$ cat src/rtl/lobster_pkg.sv
// Shared types for the lobster data-bus arbiter: access sizes, bus owners, FSM states,
// and the byte-enable helper used by the lane aligner.
package lobster_pkg;

    typedef enum logic [1:0] {
        MEM_8  = 2'd0,
        MEM_16 = 2'd1,
        MEM_32 = 2'd2,
        MEM_64 = 2'd3
    } mem_size_e;

    typedef enum logic [1:0] {
        DBUS_NOP   = 2'd0,
        DBUS_FETCH = 2'd1,
        DBUS_LOAD  = 2'd2,
        DBUS_STORE = 2'd3
    } dbus_owner_e;

    typedef enum logic [1:0] {
        ST_IDLE = 2'd0,
        ST_BUS  = 2'd1,
        ST_ACK  = 2'd2
    } dbus_state_e;

    // Counter widths cover the largest legal TIMEOUT (255) and STARVE_LIMIT (15).
    localparam int TMO_W    = 8;
    localparam int STARVE_W = 4;

    function automatic logic [7:0] byte_enable(input mem_size_e size, input logic [2:0] off);
        logic [7:0] mask;
        case (size)
            MEM_8:   mask = 8'h01;
            MEM_16:  mask = 8'h03;
            MEM_32:  mask = 8'h0F;
            default: mask = 8'hFF;
        endcase
        return mask << off;
    endfunction

endpackage

$ cat src/rtl/lobster_dbus_arbiter_if.sv
// Requester and SRAM signals of the lobster data-bus arbiter.
// slave = the arbiter itself, master = the pipeline/SRAM environment around it.
interface lobster_dbus_arbiter_if #(
    parameter int ADDR_WIDTH = 36
);
    logic                  fetch_req;
    logic [ADDR_WIDTH-1:0] fetch_addr;
    logic                  fetch_ack;
    logic [63:0]           fetch_data;

    logic                  ld_req;
    logic [ADDR_WIDTH-1:0] ld_addr;
    logic [1:0]            ld_size;
    logic                  ld_ack;
    logic [63:0]           ld_data;

    logic                  st_req;
    logic [ADDR_WIDTH-1:0] st_addr;
    logic [1:0]            st_size;
    logic [63:0]           st_data;
    logic                  st_ack;

    logic                  err;
    logic                  busy;

    logic                  mem_ce;
    logic                  mem_we;
    logic [ADDR_WIDTH-1:0] mem_addr;
    logic [7:0]            mem_be;
    logic [63:0]           mem_wdata;
    logic                  mem_rdy;
    logic [63:0]           mem_rdata;

    modport slave (
        input  fetch_req, fetch_addr,
        input  ld_req, ld_addr, ld_size,
        input  st_req, st_addr, st_size, st_data,
        input  mem_rdy, mem_rdata,
        output fetch_ack, fetch_data, ld_ack, ld_data, st_ack, err, busy,
        output mem_ce, mem_we, mem_addr, mem_be, mem_wdata
    );

    modport master (
        output fetch_req, fetch_addr,
        output ld_req, ld_addr, ld_size,
        output st_req, st_addr, st_size, st_data,
        output mem_rdy, mem_rdata,
        input  fetch_ack, fetch_data, ld_ack, ld_data, st_ack, err, busy,
        input  mem_ce, mem_we, mem_addr, mem_be, mem_wdata
    );

endinterface

$ cat src/rtl/lobster_dbus_lane.sv
// Byte-lane aligner: byte enables, store-data shift, load extraction with zero-extension,
// and the misalignment flag for one 8-byte SRAM word.
module lobster_dbus_lane
    import lobster_pkg::*;
(
    input  mem_size_e   i_size,
    input  logic [2:0]  i_off,
    input  logic [63:0] i_wdata,
    input  logic [63:0] i_rdata,
    output logic [7:0]  o_be,
    output logic [63:0] o_wdata,
    output logic [63:0] o_rdata,
    output logic        o_misaligned
);

    logic [5:0]  w_shamt;
    logic [63:0] w_rmask;

    assign w_shamt = {i_off, 3'b000};

    // NOTE: every output of a combinational block gets a default first so no latch is inferred.
    always_comb begin
        o_misaligned = 1'b0;
        w_rmask      = '1;
        case (i_size)
            MEM_8: begin
                w_rmask = 64'h0000_0000_0000_00FF;
            end
            MEM_16: begin
                o_misaligned = i_off[0];
                w_rmask      = 64'h0000_0000_0000_FFFF;
            end
            MEM_32: begin
                o_misaligned = |i_off[1:0];
                w_rmask      = 64'h0000_0000_FFFF_FFFF;
            end
            default: begin
                o_misaligned = |i_off;
            end
        endcase
    end

    assign o_be    = byte_enable(i_size, i_off);
    assign o_wdata = i_wdata << w_shamt;
    assign o_rdata = (i_rdata >> w_shamt) & w_rmask;

endmodule

$ cat src/rtl/lobster_dbus_arbiter.sv
// Single-outstanding SRAM port arbiter for fetch/load/store with lane alignment,
// misalignment rejection and an SRAM ready timeout. Every output comes straight from a flop.
module lobster_dbus_arbiter
    import lobster_pkg::*;
#(
    parameter int ADDR_WIDTH   = 36,
    parameter int TIMEOUT      = 255,
    parameter int STARVE_LIMIT = 4
) (
    input logic                   clk,
    input logic                   rst,
    lobster_dbus_arbiter_if.slave bus
);

    dbus_state_e           r_state, w_state_nxt;
    dbus_owner_e           r_owner, w_owner_nxt;
    dbus_owner_e           w_grant, w_done;
    logic [ADDR_WIDTH-1:0] r_addr, w_addr_nxt;
    mem_size_e             r_size, w_size_nxt;
    logic [63:0]           r_sdata, w_sdata_nxt;

    logic                  r_mem_ce, w_mem_ce_nxt;
    logic                  r_mem_we, w_mem_we_nxt;
    logic [ADDR_WIDTH-1:0] r_mem_addr, w_mem_addr_nxt;
    logic [7:0]            r_mem_be, w_mem_be_nxt;
    logic [63:0]           r_mem_wdata, w_mem_wdata_nxt;

    logic                  r_fetch_ack, w_fetch_ack_nxt;
    logic                  r_ld_ack, w_ld_ack_nxt;
    logic                  r_st_ack, w_st_ack_nxt;
    logic                  r_err, w_err_nxt;
    logic                  r_busy, w_busy_nxt;
    logic [63:0]           r_fetch_data, w_fetch_data_nxt;
    logic [63:0]           r_ld_data, w_ld_data_nxt;

    logic [TMO_W-1:0]      r_tmo_cnt, w_tmo_cnt_nxt;
    logic [STARVE_W-1:0]   r_starve_cnt, w_starve_cnt_nxt;
    logic                  w_capture;

    logic [7:0]            w_lane_be;
    logic [63:0]           w_lane_wdata;
    logic [63:0]           w_lane_rdata;
    logic                  w_misaligned;

    // Arbitration and payload latch; only IDLE grants, so outside IDLE the payload holds.
    always_comb begin
        w_grant          = DBUS_NOP;
        w_owner_nxt      = r_owner;
        w_addr_nxt       = r_addr;
        w_size_nxt       = r_size;
        w_sdata_nxt      = r_sdata;
        w_starve_cnt_nxt = r_starve_cnt;

        if (r_state == ST_IDLE) begin
            if (bus.fetch_req && (r_starve_cnt >= STARVE_W'(STARVE_LIMIT))) w_grant = DBUS_FETCH;
            else if (bus.st_req)                                            w_grant = DBUS_STORE;
            else if (bus.ld_req)                                            w_grant = DBUS_LOAD;
            else if (bus.fetch_req)                                         w_grant = DBUS_FETCH;
        end

        case (w_grant)
            DBUS_FETCH: begin
                w_addr_nxt  = bus.fetch_addr;
                w_size_nxt  = MEM_64;
                w_sdata_nxt = '0;
            end
            DBUS_LOAD: begin
                w_addr_nxt  = bus.ld_addr;
                w_size_nxt  = mem_size_e'(bus.ld_size);
                w_sdata_nxt = '0;
            end
            DBUS_STORE: begin
                w_addr_nxt  = bus.st_addr;
                w_size_nxt  = mem_size_e'(bus.st_size);
                w_sdata_nxt = bus.st_data;
            end
            default: ;
        endcase
        if (w_grant != DBUS_NOP) w_owner_nxt = w_grant;

        if (!bus.fetch_req || (w_grant == DBUS_FETCH)) w_starve_cnt_nxt = '0;
        else if (w_grant != DBUS_NOP)                  w_starve_cnt_nxt = r_starve_cnt + 1'b1;
    end

    // Fed from the payload flops' D side: in IDLE it sees the incoming winner so be/wdata/err
    // register together with the payload; in BUS it equals the held payload for read extraction.
    lobster_dbus_lane u_lane (
        .i_size       (w_size_nxt),
        .i_off        (w_addr_nxt[2:0]),
        .i_wdata      (w_sdata_nxt),
        .i_rdata      (bus.mem_rdata),
        .o_be         (w_lane_be),
        .o_wdata      (w_lane_wdata),
        .o_rdata      (w_lane_rdata),
        .o_misaligned (w_misaligned)
    );

    always_comb begin
        w_state_nxt     = r_state;
        w_mem_ce_nxt    = r_mem_ce;
        w_mem_we_nxt    = r_mem_we;
        w_mem_addr_nxt  = r_mem_addr;
        w_mem_be_nxt    = r_mem_be;
        w_mem_wdata_nxt = r_mem_wdata;
        w_tmo_cnt_nxt   = r_tmo_cnt;
        w_err_nxt       = 1'b0;
        w_done          = DBUS_NOP;
        w_capture       = 1'b0;

        case (r_state)
            ST_IDLE: begin
                if (w_grant != DBUS_NOP) begin
                    if (w_misaligned) begin
                        w_state_nxt = ST_ACK;
                        w_done      = w_grant;
                        w_err_nxt   = 1'b1;
                    end else begin
                        w_state_nxt     = ST_BUS;
                        w_mem_ce_nxt    = 1'b1;
                        w_mem_we_nxt    = (w_grant == DBUS_STORE);
                        w_mem_addr_nxt  = {w_addr_nxt[ADDR_WIDTH-1:3], 3'b000};
                        w_mem_be_nxt    = w_lane_be;
                        w_mem_wdata_nxt = (w_grant == DBUS_STORE) ? w_lane_wdata : '0;
                        w_tmo_cnt_nxt   = '0;
                    end
                end
            end
            ST_BUS: begin
                if (bus.mem_rdy) begin
                    w_state_nxt  = ST_ACK;
                    w_mem_ce_nxt = 1'b0;
                    w_mem_we_nxt = 1'b0;
                    w_done       = r_owner;
                    w_capture    = 1'b1;
                end else if (r_tmo_cnt == TMO_W'(TIMEOUT - 1)) begin
                    w_state_nxt  = ST_ACK;
                    w_mem_ce_nxt = 1'b0;
                    w_mem_we_nxt = 1'b0;
                    w_done       = r_owner;
                    w_err_nxt    = 1'b1;
                end else begin
                    w_tmo_cnt_nxt = r_tmo_cnt + 1'b1;
                end
            end
            ST_ACK: begin
                w_state_nxt = ST_IDLE;
            end
            default: begin
                w_state_nxt = ST_IDLE;
            end
        endcase

        w_fetch_ack_nxt  = (w_done == DBUS_FETCH);
        w_ld_ack_nxt     = (w_done == DBUS_LOAD);
        w_st_ack_nxt     = (w_done == DBUS_STORE);
        w_busy_nxt       = (w_state_nxt != ST_IDLE);
        w_fetch_data_nxt = r_fetch_data;
        w_ld_data_nxt    = r_ld_data;
        // A failed transaction returns zero data.
        if (w_done == DBUS_FETCH) w_fetch_data_nxt = w_capture ? bus.mem_rdata : '0;
        if (w_done == DBUS_LOAD)  w_ld_data_nxt    = w_capture ? w_lane_rdata  : '0;
    end

    // NOTE: sequential state uses non-blocking assignments so every flop samples pre-edge values.
    always_ff @(posedge clk) begin
        if (rst) begin
            r_state      <= ST_IDLE;
            r_owner      <= DBUS_NOP;
            r_addr       <= '0;
            r_size       <= MEM_8;
            r_sdata      <= '0;
            r_mem_ce     <= 1'b0;
            r_mem_we     <= 1'b0;
            r_mem_addr   <= '0;
            r_mem_be     <= '0;
            r_mem_wdata  <= '0;
            r_fetch_ack  <= 1'b0;
            r_ld_ack     <= 1'b0;
            r_st_ack     <= 1'b0;
            r_err        <= 1'b0;
            r_busy       <= 1'b0;
            r_fetch_data <= '0;
            r_ld_data    <= '0;
            r_tmo_cnt    <= '0;
            r_starve_cnt <= '0;
        end else begin
            r_state      <= w_state_nxt;
            r_owner      <= w_owner_nxt;
            r_addr       <= w_addr_nxt;
            r_size       <= w_size_nxt;
            r_sdata      <= w_sdata_nxt;
            r_mem_ce     <= w_mem_ce_nxt;
            r_mem_we     <= w_mem_we_nxt;
            r_mem_addr   <= w_mem_addr_nxt;
            r_mem_be     <= w_mem_be_nxt;
            r_mem_wdata  <= w_mem_wdata_nxt;
            r_fetch_ack  <= w_fetch_ack_nxt;
            r_ld_ack     <= w_ld_ack_nxt;
            r_st_ack     <= w_st_ack_nxt;
            r_err        <= w_err_nxt;
            r_busy       <= w_busy_nxt;
            r_fetch_data <= w_fetch_data_nxt;
            r_ld_data    <= w_ld_data_nxt;
            r_tmo_cnt    <= w_tmo_cnt_nxt;
            r_starve_cnt <= w_starve_cnt_nxt;
        end
    end

    assign bus.mem_ce     = r_mem_ce;
    assign bus.mem_we     = r_mem_we;
    assign bus.mem_addr   = r_mem_addr;
    assign bus.mem_be     = r_mem_be;
    assign bus.mem_wdata  = r_mem_wdata;
    assign bus.fetch_ack  = r_fetch_ack;
    assign bus.ld_ack     = r_ld_ack;
    assign bus.st_ack     = r_st_ack;
    assign bus.err        = r_err;
    assign bus.busy       = r_busy;
    assign bus.fetch_data = r_fetch_data;
    assign bus.ld_data    = r_ld_data;

endmodule

$ cat src/flat_wrapper.sv
// flat-port wrapper written by rule: the top's interface ports become plain ports
module lobster_dbus_arbiter_flat import lobster_pkg::*;
#(
    parameter int ADDR_WIDTH   = 36,
    parameter int TIMEOUT      = 255,
    parameter int STARVE_LIMIT = 4
)
  (clk, rst, bus_fetch_req, bus_fetch_addr, bus_ld_req, bus_ld_addr, bus_ld_size, bus_st_req, bus_st_addr, bus_st_size, bus_st_data, bus_mem_rdy, bus_mem_rdata, bus_fetch_ack, bus_fetch_data, bus_ld_ack, bus_ld_data, bus_st_ack, bus_err, bus_busy, bus_mem_ce, bus_mem_we, bus_mem_addr, bus_mem_be, bus_mem_wdata);
  lobster_dbus_arbiter_if #(.ADDR_WIDTH(ADDR_WIDTH)) bus_i ();
  input logic clk;
  input logic rst;
  input wire logic [$bits(bus_i.fetch_req)-1:0] bus_fetch_req;
  input wire logic [$bits(bus_i.fetch_addr)-1:0] bus_fetch_addr;
  input wire logic [$bits(bus_i.ld_req)-1:0] bus_ld_req;
  input wire logic [$bits(bus_i.ld_addr)-1:0] bus_ld_addr;
  input wire logic [$bits(bus_i.ld_size)-1:0] bus_ld_size;
  input wire logic [$bits(bus_i.st_req)-1:0] bus_st_req;
  input wire logic [$bits(bus_i.st_addr)-1:0] bus_st_addr;
  input wire logic [$bits(bus_i.st_size)-1:0] bus_st_size;
  input wire logic [$bits(bus_i.st_data)-1:0] bus_st_data;
  input wire logic [$bits(bus_i.mem_rdy)-1:0] bus_mem_rdy;
  input wire logic [$bits(bus_i.mem_rdata)-1:0] bus_mem_rdata;
  output wire logic [$bits(bus_i.fetch_ack)-1:0] bus_fetch_ack;
  output wire logic [$bits(bus_i.fetch_data)-1:0] bus_fetch_data;
  output wire logic [$bits(bus_i.ld_ack)-1:0] bus_ld_ack;
  output wire logic [$bits(bus_i.ld_data)-1:0] bus_ld_data;
  output wire logic [$bits(bus_i.st_ack)-1:0] bus_st_ack;
  output wire logic [$bits(bus_i.err)-1:0] bus_err;
  output wire logic [$bits(bus_i.busy)-1:0] bus_busy;
  output wire logic [$bits(bus_i.mem_ce)-1:0] bus_mem_ce;
  output wire logic [$bits(bus_i.mem_we)-1:0] bus_mem_we;
  output wire logic [$bits(bus_i.mem_addr)-1:0] bus_mem_addr;
  output wire logic [$bits(bus_i.mem_be)-1:0] bus_mem_be;
  output wire logic [$bits(bus_i.mem_wdata)-1:0] bus_mem_wdata;
  assign bus_i.fetch_req = bus_fetch_req;
  assign bus_i.fetch_addr = bus_fetch_addr;
  assign bus_i.ld_req = bus_ld_req;
  assign bus_i.ld_addr = bus_ld_addr;
  assign bus_i.ld_size = bus_ld_size;
  assign bus_i.st_req = bus_st_req;
  assign bus_i.st_addr = bus_st_addr;
  assign bus_i.st_size = bus_st_size;
  assign bus_i.st_data = bus_st_data;
  assign bus_i.mem_rdy = bus_mem_rdy;
  assign bus_i.mem_rdata = bus_mem_rdata;
  assign bus_fetch_ack = bus_i.fetch_ack;
  assign bus_fetch_data = bus_i.fetch_data;
  assign bus_ld_ack = bus_i.ld_ack;
  assign bus_ld_data = bus_i.ld_data;
  assign bus_st_ack = bus_i.st_ack;
  assign bus_err = bus_i.err;
  assign bus_busy = bus_i.busy;
  assign bus_mem_ce = bus_i.mem_ce;
  assign bus_mem_we = bus_i.mem_we;
  assign bus_mem_addr = bus_i.mem_addr;
  assign bus_mem_be = bus_i.mem_be;
  assign bus_mem_wdata = bus_i.mem_wdata;
  lobster_dbus_arbiter #(.ADDR_WIDTH(ADDR_WIDTH), .TIMEOUT(TIMEOUT), .STARVE_LIMIT(STARVE_LIMIT)) u_core (.clk(clk), .rst(rst), .bus(bus_i));
endmodule
$ cat config.mk
export PLATFORM = sky130hd
export DESIGN_NAME = lobster_dbus_arbiter_flat
export DESIGN_NICKNAME = d
export VERILOG_FILES = /design/src/rtl/lobster_pkg.sv /design/src/rtl/lobster_dbus_arbiter_if.sv /design/src/rtl/lobster_dbus_lane.sv /design/src/rtl/lobster_dbus_arbiter.sv /design/src/flat_wrapper.sv
export SDC_FILE = /design/constraint.sdc
export NUM_CORES = 1
export LEC_CHECK = 0
export ABC_AREA = 1
export BUFFER_PORTS_ARGS = -buffer_cell sky130_fd_sc_hd__buf_4
export CORE_AREA = 2 2 175 305
export DETAILED_ROUTE_END_ITERATION = 7
export DIE_AREA = 0 0 177 307
export GPL_TIMING_DRIVEN = 0
export PLACE_DENSITY = 0.6
export SYNTH_ARGS = -nofsm -noshare
export SYNTH_HDL_FRONTEND = slang
export SYNTH_SLANG_ARGS = --single-unit
$ cat constraint.sdc
create_clock -name clk -period 6.6 [get_ports clk]
set_input_delay 0.99 -clock clk [delete_from_list [all_inputs] [get_ports clk]]
set_output_delay 0.99 -clock clk [all_outputs]
set_load 0.005 [all_outputs]
# Word level (Yosys, flattened, before mapping)
# Cells that the tools add are included.
totals:
  reg_bits: 358
  out_inout_bits: 243
op_classes:
  add_sub_neg: 2
  order_cmp: 1
  n_eq_ne: 15
  n_shift: 3
  mux: 44
  n_bitwise: 2
  n_reduce_logical: 15
ops:
  columns: ["operator", "n"]
  rows:
  - ["$mux W64", 3]
  - ["$pmux W64 S3", 1]
  - ["$pmux W64 S2", 1]
  - ["$pmux W36 S3", 1]
  - ["$and A64 B64 Y64", 1]
  - ["$shl A64 B6 Y64", 1]
  - ["$shr A64 B6 Y64", 1]
  - ["$mux W8", 4]
  - ["$mux W2", 12]
  - ["$pmux W8 S3", 1]
  - ["$pmux W8 S2", 1]
  - ["$mux W1", 13]
  - ["$eq A2 B2 Y1 const B", 5]
  - ["$add A8 B1 Y8 const B", 1]
  - ["$eq A2 B1 Y1 const B", 4]
  - ["$eq A8 B8 Y1 const B", 1]
  - ["$ne A2 B2 Y1 const B", 4]
  - ["$pmux W2 S2", 2]
  - ["$shl A8 B3 Y8", 1]
  - ["$pmux W1 S2", 3]
  - ["$pmux W2 S3", 1]
  - ["$reduce_bool A2 Y1", 3]
  - ["$reduce_or A2 Y1", 3]
  - ["$reduce_and A5 Y1", 1]
  - ["other kinds (12)", 13]

# Longest topological paths before layout
# Gate-level depths: netlist of the first run.
depth:
  ltp_word: 13
  ltp_mapped: 20
  depth_no_buf: 18

# Cells and area by module
# Synthesis of the first run repeated with hierarchy kept, for this count alone.
unflattened:
  cells_unflattened: 3109
  area_unflattened_um2: 19065.8
by_module_without_submodules:
  columns: ["mod", "instances", "cells_each", "area_each_um2", "seq_area_each_um2"]
  rows:
  - ["lobster_dbus_arbiter", 1, 2192, 15008.1, 6506.2]
  - ["lobster_dbus_lane", 1, 917, 4057.6, 0.0]

# Least setup slack after synthesis of the first run
# Ideal clock, no wire load.
synth_path:
  path_kind: "input to register"
  from: "input port bus_ld_req"
  to: "register u_core.r_ld_data[20] (netlist: u_core.bus.ld_data[20])"
  setup_ns: 0.113
  arrival_time_ns: 2.972
  required_ns: 6.487
  slack_ns: 3.515
  cell_stages: 15
  cell_sequence: "inv_1 -> a21oi_2 -> nand2_1 -> nand2_2 -> nand2_2 -> or2_1 -> nand2_1 -> nand3_1 -> nand2_1 -> nand2_2 -> a21oi_4 -> clkbuf_1 -> nand3_1 -> nand2_1 -> nor2_1"
synth_via:
  elab_chain_cells: 12
synth_rtl:
  columns: ["item", "line_no", "text"]
  rows:
  - ["start, declared", "flat_wrapper.sv:14", "input wire logic [$bits(bus_i.ld_req)-1:0] bus_ld_req;"]
  - ["$mux W2 (*)", "lobster_dbus_arbiter.sv:57", "else if (bus.ld_req) w_grant = DBUS_LOAD;"]
  - ["$mux W2 (*)", "lobster_dbus_arbiter.sv:56", "else if (bus.st_req) w_grant = DBUS_STORE;"]
  - ["$mux W2 (*)", "lobster_dbus_arbiter.sv:55", "if (bus.fetch_req && (r_starve_cnt >= STARVE_W'(STARVE_LIMIT))) w_grant = DBUS_FETCH;"]
  - ["$mux W2 (*)", "lobster_dbus_arbiter.sv:54", "if (r_state == ST_IDLE) begin"]
  - ["$eq A2 B2 Y1 or $eq A2 B1 Y1 (tied branches)", "lobster_dbus_arbiter.sv:61", "case (w_grant)"]
  - ["$pmux W2 S3 or $pmux W36 S3 (tied branches)", "lobster_dbus_arbiter.sv:61", null]
  - ["$eq A2 B2 Y1 (tied with other cells)", "lobster_dbus_lane.sv:25", "case (i_size)"]
  - ["$pmux W1 S3", "lobster_dbus_lane.sv:25", null]
  - ["$mux W2", "lobster_dbus_arbiter.sv:113", "if (w_misaligned) begin"]
  - ["$mux W2", "lobster_dbus_arbiter.sv:112", "if (w_grant != DBUS_NOP) begin"]
  - ["$pmux W2 S2", "lobster_dbus_arbiter.sv:110", "case (r_state)"]
  - ["$eq A2 B2 Y1", "lobster_dbus_arbiter.sv:161", "if (w_done == DBUS_LOAD) w_ld_data_nxt = w_capture ? w_lane_rdata : '0;"]
  - ["end signal, assigned", "lobster_dbus_arbiter.sv:203", "r_ld_data <= w_ld_data_nxt;"]
  - ["end, declared", "lobster_dbus_arbiter.sv:34", "logic [63:0] r_ld_data, w_ld_data_nxt;"]
# Every way passes the cells marked *; elsewhere a longest branch is shown, timed or not.
# A chain may end at the register's enable or synchronous reset.

# Worst setup path in the final report of the first run
layout_path:
  from: "input port bus_ld_req"
  to: "register u_core.r_ld_data[9] (netlist: u_core.bus.ld_data[9])"
# The elaborated chain is that of the path after synthesis.

==> impl_metrics.ini, run 1 <==
[status]
outcome = complete, no violations

[die]
fp.dieW_um = 177
io_pins = 489
start_util_pct = 34.46
core_um2 = 52080
die_y_um = 307
fp.dieArea_um2 = 54340
core.rowCount = 111

[worst_setup_path]
r2r_end = u_core.bus.ld_data[9]$_SDFFE_PP0N_
crit_fanout = 10
critPathKind = input pin to flop
max_stage_delay_ns = 0.80
crit_path_cell_trace = buf_4 -> inv_1 -> nand2_1 -> nand2_1 -> nand3_1 -> nor2_1 -> nor2_1 -> nand3_1 -> buf_2 -> clkbuf_1 -> clkbuf_1 -> o21ai_0 -> a21oi_1 -> nor2_1 -> nand2_1 -> nand2_1
r2r-start = u_core.r_state[1]$_SDFF_PP0_
cp.required_ns = 7.05
rrSetupSlack_ns = 2.37
crit_arrival_ns = 4.80
path_buf_inv = 5
critPathSlowestCell = clkbuf_1
critPathLaunchType = input pin
cp.depth = 16
worstRegToRegCells = 15
crit_family = buffers and inverters
end_kind = flop
crit_path_frequent_cell = nand2_1

[cts]
cts_tree = done
max-clock-path-buffers = 3
post_cts_buffers = 0
cts_inserted_buffers = 37
cts_resized = 0
clkTransAtPathRegs_ns = 0.06
clockRootBuffer = clkbuf_16
htreeDepth = 2
clkSinkCount = 358
clk_latency_ns = 0.57
hold_buffers = 0

[global_route]
overflow = 0
grt_pass1_vias = 20890
grt_pass1_wl_mm = 134.8
grt_usage_pct = 34.20
grt_antenna_before_repair = 2
grt_max_degree = 15

[drt]
viasPerCell = 5.228
dr_total_vias = 21170
ant_nets = 0
drt_pre_antenna_iters = 8
wl_per_cell_um = 23.80
drt_first_iter_violations = 1608
routed_wl_mm = 96.37
remaining_drc_errors = 0

[logic_synthesis]
ys_seq_area_share_pct = 39.93
synth_area_um2 = 17950
yosys.area.top_type = dfxtp_1
syn_inst = 2818
ys_ff_latch = 358
synth_top_area_share_pct = 39.93
synth_ff_type = dfxtp_1
yosys-top-cells-area = dfxtp_1, nand2_1, nor2_1, nand3_1, inv_1
synth_edf_count = 0
yosys_warnings = 0
synth_area_per_cell_um2 = 6.369
synthArstFlopShare_pct = 0
synth.distinct_cells = 40

[timing]
period_share_pct = 65.92
rsz0062_at_grt = false
fin_worst_skew_ns = 0.02535
timing.final.ws_setup_ns = 2.249
hold_violations = 0
finalSetupTns_ns = 0
final-max-slew-violation-count = 0
fmax_mhz = 229.9
maxSlewHeadroom_pct = 25.68
final-setup-viol-count = 0
whs_ns = 0.4670
tightest_slew_ns = 1.111
finalCriticalPeriod_ns = 4.351

[finish]
fin_nets = 3592
areaGrowthSynthToFinish_pct = 31.95
layout.cells.most_common = nand2_1
final_cell_mix = nand2_1, buf_4, nor2_1, dfxtp_1, inv_1
drive_gt1_share_pct = 18.16
stdcell_count = 4049
final.fill_count = 5781

[worst_hold_path]
hold_path.class = flop to flop
hold_depth = 2
hold_path_end = u_core.bus.mem_be[5]$_SDFFE_PP0P_
hp-start = u_core.bus.mem_be[5]$_SDFFE_PP0P_

[placement]
io_buffers = 484
globalplace.congestion = 1.090
dp.cells = 3982
dp_hpwl_mm = 78.01
place_ws_ns = 1.798

[power]
ir_drop_v = 0.0002756
power.leakage_nw = 11.33
power_density_nw_per_um2 = 528.5

[flow_run]
drv_cap = 0
[per-layer routing]
metal	global-route usage [%]	part of all wire, %	routed length (um)
met5	0	0.013	13
met4	28.68	10	9741
met3	6.306	6.8	6551
met2	62.63	50	48510
met1	32.43	33	31550
[final cells by class]
class / instances / area (um^2) / share of cell area [%]
repair buffers: 484 / 3633 / 15.34
diodes: 1 / 2.502 / 0.01057
clock inverters: 15 / 193.9 / 0.8189
well taps: 678 / 848.3 / 3.582
flip-flops and latches: 358 / 7167 / 30.26
inverters: 277 / 1040 / 4.391
plain buffers: 203 / 842.1 / 3.556
multi-input cells: 1982 / 8906 / 37.61
clock buffers: 51 / 1049 / 4.428
[state kept, by name (all words and copies together), names as in the netlist, 2 cells and up]
register	count
u_core.r_owner	2
u_core.bus.mem_addr	33
u_core.bus.ld_data	64
u_core.bus.mem_wdata	64
u_core.r_addr	36
u_core.bus.mem_be	8
u_core.r_starve_cnt	4
u_core.bus.fetch_data	64
u_core.r_sdata	64
u_core.r_tmo_cnt	8
u_core.r_state	2
u_core.r_size	2
[power breakdown]
group / internal, W / switching, W
sequential: 0.00270 / 0.000250
combinational: 0.00214 / 0.00522
clock: 0.00124 / 0.000970
[worst min-delay path, cell delays in order, from the launching register on]
cell     delay, ns
dfxtp_1       0.31
nand2_1       0.06
a21oi_1       0.05
[worst max path at each step]
| stage | to | start |
|---|---|---|
| 4_1_cts | u_core.bus.ld_data[9]$_SDFFE_PP0N_ | bus_ld_req |
| 6_report | u_core.bus.ld_data[9]$_SDFFE_PP0N_ | bus_ld_req |
| 3_5_place_dp | u_core.bus.ld_data[9]$_SDFFE_PP0N_ | bus_ld_req |
| 3_3_place_gp | u_core.bus.ld_data[9]$_SDFFE_PP0N_ | bus_ld_req |
| 2_1_floorplan | u_core.bus.ld_data[20]$_SDFFE_PP0N_ | bus_ld_req |
| 5_1_grt | u_core.bus.ld_data[9]$_SDFFE_PP0N_ | bus_ld_req |
[cell families after synthesis]
family          after synthesis  synth area share [%]
compound gates              467                 14.77
xor+xnor                      4                0.1952
fa+ha+maj                     3                0.2092
buf+inv                     480                 10.49
flops                       358                 39.93
other cells                   1               0.02089
simple gates               1505                 34.39
[metrics by stage]
step                utilization [%]  cell area, um^2  total power, W
global route                  45.47            23680         0.01323
detailed placement            43.08            22440         0.01019
CTS                           45.47            23680         0.01241
global placement              43.08            22440         0.01018
finish                        45.47            23680         0.01252
floorplan                         -            17950        0.007046
[synthesized netlist by cell type, types with 3 or more instances]
library cell	instances
a21oi_1	148
a221oi_1	16
a22o_1	16
a22oi_1	6
a31oi_1	4
buf_1	32
buf_2	31
buf_4	11
clkbuf_1	129
clkinv_1	3
dfxtp_1	358
ha_1	3
inv_1	270
inv_2	4
nand2_1	767
nand2_2	5
nand3_1	241
nand4_1	49
nor2_1	413
nor2_2	8
nor3_1	10
o211a_1	8
o211ai_1	20
o21ai_0	202
o22ai_1	38
or2_2	4
xor2_1	4
No activity file was read; power rests on OpenSTA's default activity.
==> run 2, diff against run 1 <==
- ABC_AREA: 1 -> 0
- CORE_AREA: 2 2 175 305 -> 2 2 164 286
- DIE_AREA: 0 0 177 307 -> 0 0 166 288
- PLACE_DENSITY: 0.6 -> 0.63
- clock period: 6.6 -> 3.54 ns (I/O delays scaled with it)
==> impl_metrics.ini, run 2 <==
[status]
outcome = complete, no violations

[logic_synthesis]
synth_area_um2 = 15690
synth_area_per_cell_um2 = 8.877
synth_top_area_share_pct = 43.12
syn_inst = 1768
yosys.area.top_type = dfxtp_1
synth_ff_type = dfxtp_1
synth.distinct_cells = 75
yosysMostFrequentCell = dfxtp_1
ys_seq_area_share_pct = 43.12
yosys_warnings = 0
ys_ff_latch = 338
synth_edf_count = 0
yosys-top-cells-area = dfxtp_1, a22o_1, mux2i_1, a22oi_1, nand2_1
synthArstFlopShare_pct = 0
synth.top_cells.by_count = dfxtp_1, nand2_1, nor2_1

[timing]
tightest_slew_ns = 0.9166
maxSlewHeadroom_pct = 38.89
rsz0062_at_grt = true
fmax_mhz = 286.7
finalCriticalPeriod_ns = 3.488
period_share_pct = 98.52
hold_violations = 0
fin_worst_skew_ns = 0.02197
finalSetupTns_ns = 0
final-setup-viol-count = 0
final-max-slew-violation-count = 0

[global_route]
grt_pass1_wl_mm = 112.9
grt_antenna_before_repair = 2
grt_pass1_vias = 16910
grt_usage_pct = 31.57
grt_max_degree = 16
overflow = 0

[placement]
io_buffers = 484
globalplace.congestion = 0.9631
dp_hpwl_mm = 63.73
dpl_cell_area_um2 = 20060

[die]
core.rowCount = 104
fp.dieArea_um2 = 47810
core_um2 = 45670
start_util_pct = 34.36
io_pins = 489
die_y_um = 288
fp.dieW_um = 166

[cts]
clkTransAtPathRegs_ns = 0.07
clk_latency_ns = 0.54
clockRootBuffer = clkbuf_16
cts_inserted_buffers = 34
hold_buffers = 0
max-clock-path-buffers = 3
cts_tree = done
post_cts_buffers = 0
clkSinkCount = 338
htreeDepth = 2

[finish]
stdcell_area_um2 = 21320
final.fill_count = 4547
layout.cells.most_common = buf_4
areaGrowthSynthToFinish_pct = 35.87
final_cell_mix = buf_4, dfxtp_1, nand2_1, nor2_1, a22o_1
drive_gt1_share_pct = 30.66
fin_nets = 2539

[drt]
remaining_drc_errors = 0
drt_pre_antenna_iters = 6
ant_nets = 0
viasPerCell = 5.874
dr_total_vias = 17000
drt_first_iter_violations = 1500
routed_wl_mm = 79.78
wl_per_cell_um = 27.57

[power]
p_sw_share_pct = 46.22
netSwitchingPower_w = 0.008412
intPower_w = 0.009789
power.leakage_nw = 9.156
power_density_nw_per_um2 = 853.6
p_seq_share_pct = 25.8
combPwrFrac_pct = 53.7
power_frac_clock_pct = 20.4
ir_drop_v = 0.0003766

[worst_setup_path]
critPathKind = flop to flop
max_stage_delay_ns = 0.61
crit_path_cell_trace = buf_4 -> nor2_2 -> o21ai_4 -> a221o_1 -> buf_2 -> a2111oi_4 -> nor2_2 -> clkbuf_2 -> nor4_1 -> nor3_1
crit_fanout = 10
path_buf_inv = 3
critPathSlowestCell = nor4_1
crit_family = simple AND/OR/NAND/NOR gates
crit_path_frequent_cell = nor2_2
crit_arrival_ns = 3.87
end_kind = flop
cp.required_ns = 3.93
critPathLaunchType = flop

[worst_hold_path]
hold_path.class = input pin to flop

[flow_run]
drv_cap = 0
[run 2: changes by cell type after synthesis, sizes merged, moves of 80 or more]
cell   change
mux2i     +80
nor2     -246
inv      -263
a22oi     +88
a22o      +98
o21ai    -129
nand2    -599
nand3    -189
[run 2: worst paths after layout]
check / depth (start not counted) / from / slack [ns] / endpoint
setup / recovery: 10 / u_core.r_state[0]$_SDFF_PP0_ / 0.05 / u_core.bus.mem_wdata[54]$_SDFFE_PP0P_
hold reg to reg: 2 / u_core.bus.mem_addr[13]$_SDFFE_PP0P_ / 0.46 / u_core.bus.mem_addr[13]$_SDFFE_PP0P_
hold / removal: 2 / bus_mem_rdata[2] / 0.23 / u_core.bus.fetch_data[2]$_SDFFE_PP0N_
setup reg to reg: 10 / u_core.r_state[0]$_SDFF_PP0_ / 0.05 / u_core.bus.mem_wdata[54]$_SDFFE_PP0P_
[run 2: layout make-up]
| cell class | count | area [um^2] | area share, % |
|---|---|---|---|
| flip-flops and latches | 338 | 6766 | 31.73 |
| well taps | 583 | 729.5 | 3.421 |
| repair buffers | 484 | 3633 | 17.04 |
| multi-input cells | 1259 | 8287 | 38.86 |
| clock inverters | 10 | 120.1 | 0.5633 |
| inverters | 11 | 41.29 | 0.1936 |
| diodes | 2 | 5.005 | 0.02347 |
| clock buffers | 45 | 983.4 | 4.612 |
| plain buffers | 162 | 757.0 | 3.550 |
[run 2: power groups by stage]
stage	logic, W	clock network (W)	registers (W)
after CTS	0.00952	0.00376	0.00469
after floorplan	0.00557	0	0.00473
after detailed placement	0.00940	0	0.00478
after global placement	0.00935	0	0.00476
final	0.00978	0.00372	0.00470
after global routing	0.0103	0.00390	0.00475
[run 2: timing repair]
action	in CTS	in global routing
gates resized for setup	22	35
pin swaps	0	1
setup endpoints to repair	75	131
[run 2: stage by stage]
step                      hold slack, ns  setup slack, ns  instances  total power, W  utilization, %
final                             0.2269          0.05232       2894         0.01820           46.69
after global routing              0.2281         -0.01275       2894         0.01895           46.69
after CTS                         0.2141          -0.1136       2892         0.01797           46.50
after detailed placement          0.4472          -0.7062       2837         0.01418           43.93
after global placement            0.4451          -0.7075       2837         0.01410           43.93
after floorplan                   0.4478           0.8232       1770         0.01030               -
[run 2: logic make-up (layout without fill, tap and decap cells)]
logic type	after synthesis	after routing	share of synthesized area (%)
AO/OA/AOI/OAI	602	602	28.13
XOR/XNOR	4	4	0.2233
adder cells (fa/ha/maj)	3	3	0.2392
buffers and inverters	173	712	4.935
flip-flops	338	338	43.12
multiplexers	121	121	8.116
other	1	5	0.02389
AND/OR/NAND/NOR	526	526	15.22
[run 2: layer usage]
| metal | GRT usage (%) | wire [um] | share of wire, % |
|---|---|---|---|
| met2 | 58.87 | 41580 | 52 |
| met5 | 0 | 0 | 0 |
| met1 | 34.55 | 28820 | 36 |
| met3 | 4.770 | 5194 | 6.5 |
| met4 | 15.96 | 4181 | 5.2 |
